## src/rtl/pipe_stage_reg.sv

```systemverilog
`default_nettype none
// ============================================================================
// Module      : pipe_stage_reg
// Description : Pipeline stage register between execute and memory stages.
//               A main register drives every out_* port. When the macro
//               PIPE_STAGE_REG_SKID_EN is defined, a skid register is added
//               so that in_ready comes straight from a flop (depth 2).
//               Without the macro the stage is depth 1 and in_ready is
//               combinational (NOT out_valid OR out_ready).
//               Memory and write-back controls read zero while out_valid=0.
// Revision    : 1.0 - initial release
// ============================================================================
module pipe_stage_reg #(
    parameter int DATA_W = 32,
    parameter int REG_W  = 5,
    parameter int M_W    = 4,
    parameter int WB_W   = 2
) (
    input  logic              clk,
    input  logic              rst,
    input  logic              flush,
    input  logic              in_valid,
    output logic              in_ready,
    input  logic              in_zero,
    input  logic [DATA_W-1:0] in_result,
    input  logic [DATA_W-1:0] in_write_data,
    input  logic [REG_W-1:0]  in_reg_dest,
    input  logic [M_W-1:0]    in_ctrl_m,
    input  logic [WB_W-1:0]   in_ctrl_wb,
    output logic              out_valid,
    input  logic              out_ready,
    output logic              out_zero,
    output logic [DATA_W-1:0] out_result,
    output logic [DATA_W-1:0] out_write_data,
    output logic [REG_W-1:0]  out_reg_dest,
    output logic [M_W-1:0]    out_ctrl_m,
    output logic [WB_W-1:0]   out_ctrl_wb,
    output logic [1:0]        occupancy
);

    // One entry is all fields packed together, ordered as on the ports.
    localparam int c_ENTRY_W = 1 + 2 * DATA_W + REG_W + M_W + WB_W;

    logic [c_ENTRY_W-1:0] w_in_entry;
    logic [c_ENTRY_W-1:0] r_main;
    logic                 r_main_valid;
    logic [1:0]           r_occ;

    logic                 w_in_xfer;
    logic                 w_out_xfer;
    logic                 w_main_load;
    logic [c_ENTRY_W-1:0] w_main_nxt;
    logic                 w_main_valid_nxt;
    logic [1:0]           w_occ_nxt;

    logic [M_W-1:0]       w_main_ctrl_m;
    logic [WB_W-1:0]      w_main_ctrl_wb;

    assign w_in_entry = {in_zero, in_result, in_write_data, in_reg_dest,
                         in_ctrl_m, in_ctrl_wb};

    assign w_in_xfer  = in_valid & in_ready;
    assign w_out_xfer = r_main_valid & out_ready;

`ifdef PIPE_STAGE_REG_SKID_EN
    logic [c_ENTRY_W-1:0] r_skid;
    logic                 r_skid_valid;
    logic                 r_in_ready;
    logic                 w_main_free;
    logic                 w_skid_load;
    logic                 w_skid_valid_nxt;

    // Main can take a new entry when it is empty or its head leaves this edge.
    assign w_main_free = ~r_main_valid | w_out_xfer;

    // Steering: skid refills main first to keep arrival order; otherwise the
    // input goes to main when free, else parks in skid.
    always_comb begin
        w_main_load      = 1'b0;
        w_main_nxt       = r_main;
        w_main_valid_nxt = r_main_valid;
        w_skid_load      = 1'b0;
        w_skid_valid_nxt = r_skid_valid;
        if (w_main_free) begin
            if (r_skid_valid) begin
                w_main_load      = 1'b1;
                w_main_nxt       = r_skid;
                w_main_valid_nxt = 1'b1;
                w_skid_load      = w_in_xfer;
                w_skid_valid_nxt = w_in_xfer;
            end else begin
                w_main_load      = w_in_xfer;
                w_main_nxt       = w_in_entry;
                w_main_valid_nxt = w_in_xfer;
            end
        end else if (w_in_xfer && !r_skid_valid) begin
            w_skid_load      = 1'b1;
            w_skid_valid_nxt = 1'b1;
        end
    end

    // Skid register plus the registered ready that tracks skid emptiness.
    always_ff @(posedge clk or negedge rst) begin
        if (!rst) begin
            r_skid       <= '0;
            r_skid_valid <= 1'b0;
            r_in_ready   <= 1'b0;
        end else if (flush) begin
            r_skid_valid <= 1'b0;
            r_in_ready   <= 1'b1;
        end else begin
            if (w_skid_load) begin
                r_skid <= w_in_entry;
            end
            r_skid_valid <= w_skid_valid_nxt;
            r_in_ready   <= ~w_skid_valid_nxt;
        end
    end

    assign in_ready  = r_in_ready;
    assign w_occ_nxt = {1'b0, w_main_valid_nxt} + {1'b0, w_skid_valid_nxt};
`else
    logic r_rst_done;

    // Depth 1: main loads whenever an input transfer happens.
    always_comb begin
        w_main_load      = w_in_xfer;
        w_main_nxt       = w_in_entry;
        w_main_valid_nxt = w_in_xfer | (r_main_valid & ~out_ready);
    end

    // Holds in_ready low while reset is asserted and until the first edge after.
    always_ff @(posedge clk or negedge rst) begin
        if (!rst) begin
            r_rst_done <= 1'b0;
        end else begin
            r_rst_done <= 1'b1;
        end
    end

    assign in_ready  = r_rst_done & (~r_main_valid | out_ready);
    assign w_occ_nxt = {1'b0, w_main_valid_nxt};
`endif

    // Main register and occupancy; flush wins over any simultaneous transfer.
    always_ff @(posedge clk or negedge rst) begin
        if (!rst) begin
            r_main       <= '0;
            r_main_valid <= 1'b0;
            r_occ        <= 2'd0;
        end else if (flush) begin
            r_main_valid <= 1'b0;
            r_occ        <= 2'd0;
        end else begin
            if (w_main_load) begin
                r_main <= w_main_nxt;
            end
            r_main_valid <= w_main_valid_nxt;
            r_occ        <= w_occ_nxt;
        end
    end

    // Output fields; controls are gated so a bubble performs no action.
    assign {out_zero, out_result, out_write_data, out_reg_dest,
            w_main_ctrl_m, w_main_ctrl_wb} = r_main;
    assign out_ctrl_m  = r_main_valid ? w_main_ctrl_m  : '0;
    assign out_ctrl_wb = r_main_valid ? w_main_ctrl_wb : '0;
    assign out_valid   = r_main_valid;
    assign occupancy   = r_occ;

endmodule
`default_nettype wire

```

## config.mk

```make
export PLATFORM = sky130hd
export DESIGN_NAME = pipe_stage_reg
export DESIGN_NICKNAME = d
export VERILOG_FILES = /design/src/rtl/pipe_stage_reg.sv
export SDC_FILE = /design/constraint.sdc
export NUM_CORES = 1
export LEC_CHECK = 0
export CAP_MARGIN = 20
export CORE_UTILIZATION = 55
export CTS_BUF_LIST = sky130_fd_sc_hd__clkbuf_4
export CTS_CLUSTER_SIZE = 40
export DETAILED_ROUTE_END_ITERATION = 7
export DONT_BUFFER_PORTS = 1
export GPL_TIMING_DRIVEN = 0
export HOLD_SLACK_MARGIN = 0.06
export MAX_ROUTING_LAYER = met4
export PLACE_DENSITY = 0.7
export SLEW_MARGIN = 20
export SYNTH_ARGS = -nofsm -noshare
export SYNTH_HDL_FRONTEND = slang
export SYNTH_SLANG_ARGS = --single-unit
```

## constraint.sdc

```tcl
create_clock -name clk -period 3.74 [get_ports clk]
set_input_delay 0.748 -clock clk [delete_from_list [all_inputs] [get_ports clk]]
set_output_delay 0.748 -clock clk [all_outputs]
set_load 0.01 [all_outputs]
```

---- After elaboration in Yosys (flattened, before gate mapping) ----
Index checks and enable logic that the tools add are counted.
storage, ports and cells
  bits of input ports ..................... 81
  register bits after elaboration ......... 80
  output and inout port bits .............. 80
cells by class
  multiplexer cells ....................... 4
  reduce and logical (&&, ||, !) cells .... 1
  bitwise operators ....................... 8
operator list
  cell                 number
  4-bit two-way mux    1
  1-bit bitwise AND    3
  1-bit inverter       3
  1-bit two-way mux    2
  2-bit two-way mux    1
  1-bit bitwise OR     2
  2-bit AND reduction  1

---- Depth between registers and ports, before layout ----
  word-level depth ........................ 6
  mapped depth ............................ 5
  gate-level depth less buffers ........... 3

---- Worst setup path before layout ----
Ideal clock, no wire load.
  path kind ............................... input to output
  start point ............................. input port out_ready
  end point ............................... output port in_ready
  stages .................................. 2
  setup slack ............................. 1.866 ns
  required time ........................... 2.992 ns
  arrival time ............................ 1.126 ns
  cell sequence ........................... nand2b_2 > and2_1
on the way
  cells in the longest elaborated chain, start to end .. 2
RTL lines
  what               RTL line  RTL
  start, declared    31        input logic out_ready,
  1-bit bitwise OR   141       assign in_ready = r_rst_done & (~r_main_valid | out_ready);
  1-bit bitwise AND  141
  end, declared      23        output logic in_ready,
Every way passes these cells.

---- Worst setup path in the final report ----
  start point ............................. register r_main_valid (netlist: out_valid)
  end point ............................... output port in_ready
on the way
  cells in the longest elaborated chain, start to end .. 3
RTL lines
  what                    RTL line  RTL
  start, declared         46        logic r_main_valid;
  start signal, assigned  158       r_main_valid <= w_main_valid_nxt;
  1-bit inverter          141
  1-bit bitwise OR        141
  1-bit bitwise AND       141
Every way passes these cells.

==> impl_metrics.yaml <==
placed_design:
  dpl.cell_count: 322
  hpwlAfterDp_um: 3990
  io_buffer_count: 0
  gp_congestion: 0.699
detailed_routing:
  ant_nets: 0
  wl_per_cell_um: 16.3
  dr.first_iter.drc_count: 55
  routed_wl_um: 5520
  dr.pass1.iters: 3
  drc: 0
  vias: 1702
  routed_via_density: 5.02
timing:
  rsz0062_at_grt: "false"
  finalMaxSlewViolations: 0
  max_freq_mhz: 484
  tns_ps: 0
  finalSetupViolCount: 0
  period_share_pct: 55.3
  hold_violations: 0
  clock_skew_ps: 8.64
  finalCriticalPeriod_ps: 2070
synthesis:
  netlist_area_um2: 3600
  yosysWarningCount: 0
  ys_top_cells_by_area: "dfrtp_1 54%, buf_4 15%, mux2_2 15%"
  ys_seq_area_share_pct: 54.2
  yosysUniqueCellTypes: 11
  async_flop_share_pct: 100
  synth-seq-cells: 78
  syn_area_per_cell_um2: 14.7
  synth_flop_cell: "dfrtp_1"
  synthTopCellsByCount: "78 x dfrtp_1, 71 x buf_4, 47 x mux2_2, 29 x mux2_4, 7 x and2_1"
  synth.most_common_cell: "dfrtp_1"
  synth_top_area_share_pct: 54.2
  synthCells: 245
  yosys.area.top_type: "dfrtp_1"
  synth-edff-count: 0
  syn-num-nets: 326
power:
  vdd_drop_max_uv: 313
  leakagePower_nw: 1.94
  swShare_pct: 24.6
  share_clk_of_total_power_pct: 27.3
  pwr-share-seq_pct: 47.8
  p_int_mw: 1.73
  power.density_nw_per_um2: 587
  power_mw: 2.30
  p_comb_share_pct: 24.9
  power_switching_uw: 566
critical_path:
  reg2reg_to: "r_main[61]"
  worstSetupEndpointType: "primary output"
  crit_type: "register to primary output"
  arrival_ps: 1320
  reg2reg_depth: 5
  cp_data_required_time_ps: 2990
  cp-start-kind: "register"
  crit_fanout: 9
  r2r_slack_ps: 2090
  r2r_start: "out_valid"
  critPathLaunch: "out_valid"
  crit_end: "in_ready"
die:
  design.portCount: 161
  coreArea_um2: 6350
  die_y_um: 82.9
  die_x_um: 82.9
  dieArea_um2: 6880
  num_rows: 29
  initial_core_util_pct: 56.7
clock_tree:
  clk_pin_slew_ps: 120
  clock-sinks: 78
  clk_latency_ps: 390
  cts_root_buffer: "clkbuf_4"
  cts_max_level: 3
  cts_buffer_depth: 2
  cts_inserted_buffers: 9
  cts_tree: "yes"
final_layout:
  antenna_cells: 0
  post-route-util_pct: 61.6
  stdcell_count: 339
  nNetsFinal: 338
  drive_gt1_share_pct: 66.4
  syn_to_final_growth_pct: 8.58
global_route:
  antenna_found_initial: 0
  grt-ovfl-total: 0
  grtUsageTotal_pct: 17.4
  grt_max_degree: 79
  grt_first_pass_wirelength_um: 8800
  grt_pass1_vias: 1728
status:
  status: "finished, final reports clean"
flow_run:
  cap_viol_max_count: 0
hold_path:
  worst_hold_path_type: "primary input to asynchronous set/reset pin"
[registers in the layout, summed over array words and instances (netlist names)]
register / flops
r_main: 76
out_valid: 1
r_rst_done: 1
[routing by layer]
| metal | track usage [%] | up-vias | share of wire (%) | wire length (um) |
|---|---|---|---|---|
| li1 | - | 774 | - | - |
| met1 | 22.8 | 826 | 44 | 2450 |
| met2 | 24.6 | 93 | 46 | 2510 |
| met3 | 5.57 | 9 | 8.1 | 449 |
| met4 | 7.99 | 0 | 2.0 | 110 |
| met5 | - | - | 0 | 0 |
[layout by cell type (no fill, tap or decap), drive strengths merged]
cell     n
nand4b   1
and2     7
clkbuf  12
conb     2
buf     80
nand2b   1
mux2    76
dfrtp   78
clkinv   1
bufinv   3
o21ai    1
[timing repair]
item,in CTS,in global routing
buffers inserted,0,0
resized for setup,0,0
hold buffers,1,0
hold endpoints to repair,78,0
[cells by family after synthesis]
| kind of cell | synth area share (%) |
|---|---|
| flops | 54.2 |
| simple gates | 2.12 |
| mux | 26.8 |
| other cells | 0.208 |
| compound gates | 0.139 |
| buf+inv | 16.6 |
[worst max-delay path: stages, from the launching register on]
cell and delay [ps]:
dfrtp_1 560, nand2b_2 150, and2_1 220
[through the flow]
stage / hold slack (ps) / setup slack [ps] / cell area (um2)
final: 225 / 1670 / 3910
after global routing: 220 / 1580 / 3910
after CTS: 221 / 1610 / 3910
after detailed placement: 454 / 1820 / 3700
after global placement: 454 / 1830 / 3700
after floorplan: 452 / 1870 / 3600
[power by group through the flow]
stage          registers (mW)  clock network (mW)  logic [mW]
2_1_floorplan            1.09                   0       0.519
3_3_place_gp             1.11                   0       0.554
3_5_place_dp             1.12                   0       0.563
4_1_cts                  1.10               0.653       0.583
5_1_grt                  1.12               0.685       0.610
6_report                 1.10               0.627       0.572
[how the worst min path moves through the flow]
stage          slack (ps)  depth (start not counted)         end  startpoint
6_report              220                          1  r_main[19]         rst
5_1_grt               220                          1  r_main[19]         rst
4_1_cts               220                          1  r_main[19]         rst
3_5_place_dp          450                          0  r_main[19]         rst
3_3_place_gp          450                          0  r_main[22]         rst
2_1_floorplan         450                          0   out_valid         rst
[area by class of cell]
class,instances,area [um2]
Buffer,79,598
Clock buffer,12,90.1
Clock inverter,4,95.1
Fill cell,503,2440
Multi-Input combinational cell,88,1050
Sequential cell,78,1950
Tap cell,77,96.3
Timing Repair Buffer,1,27.5
Note: power is estimated with default switching activity, not from simulation.
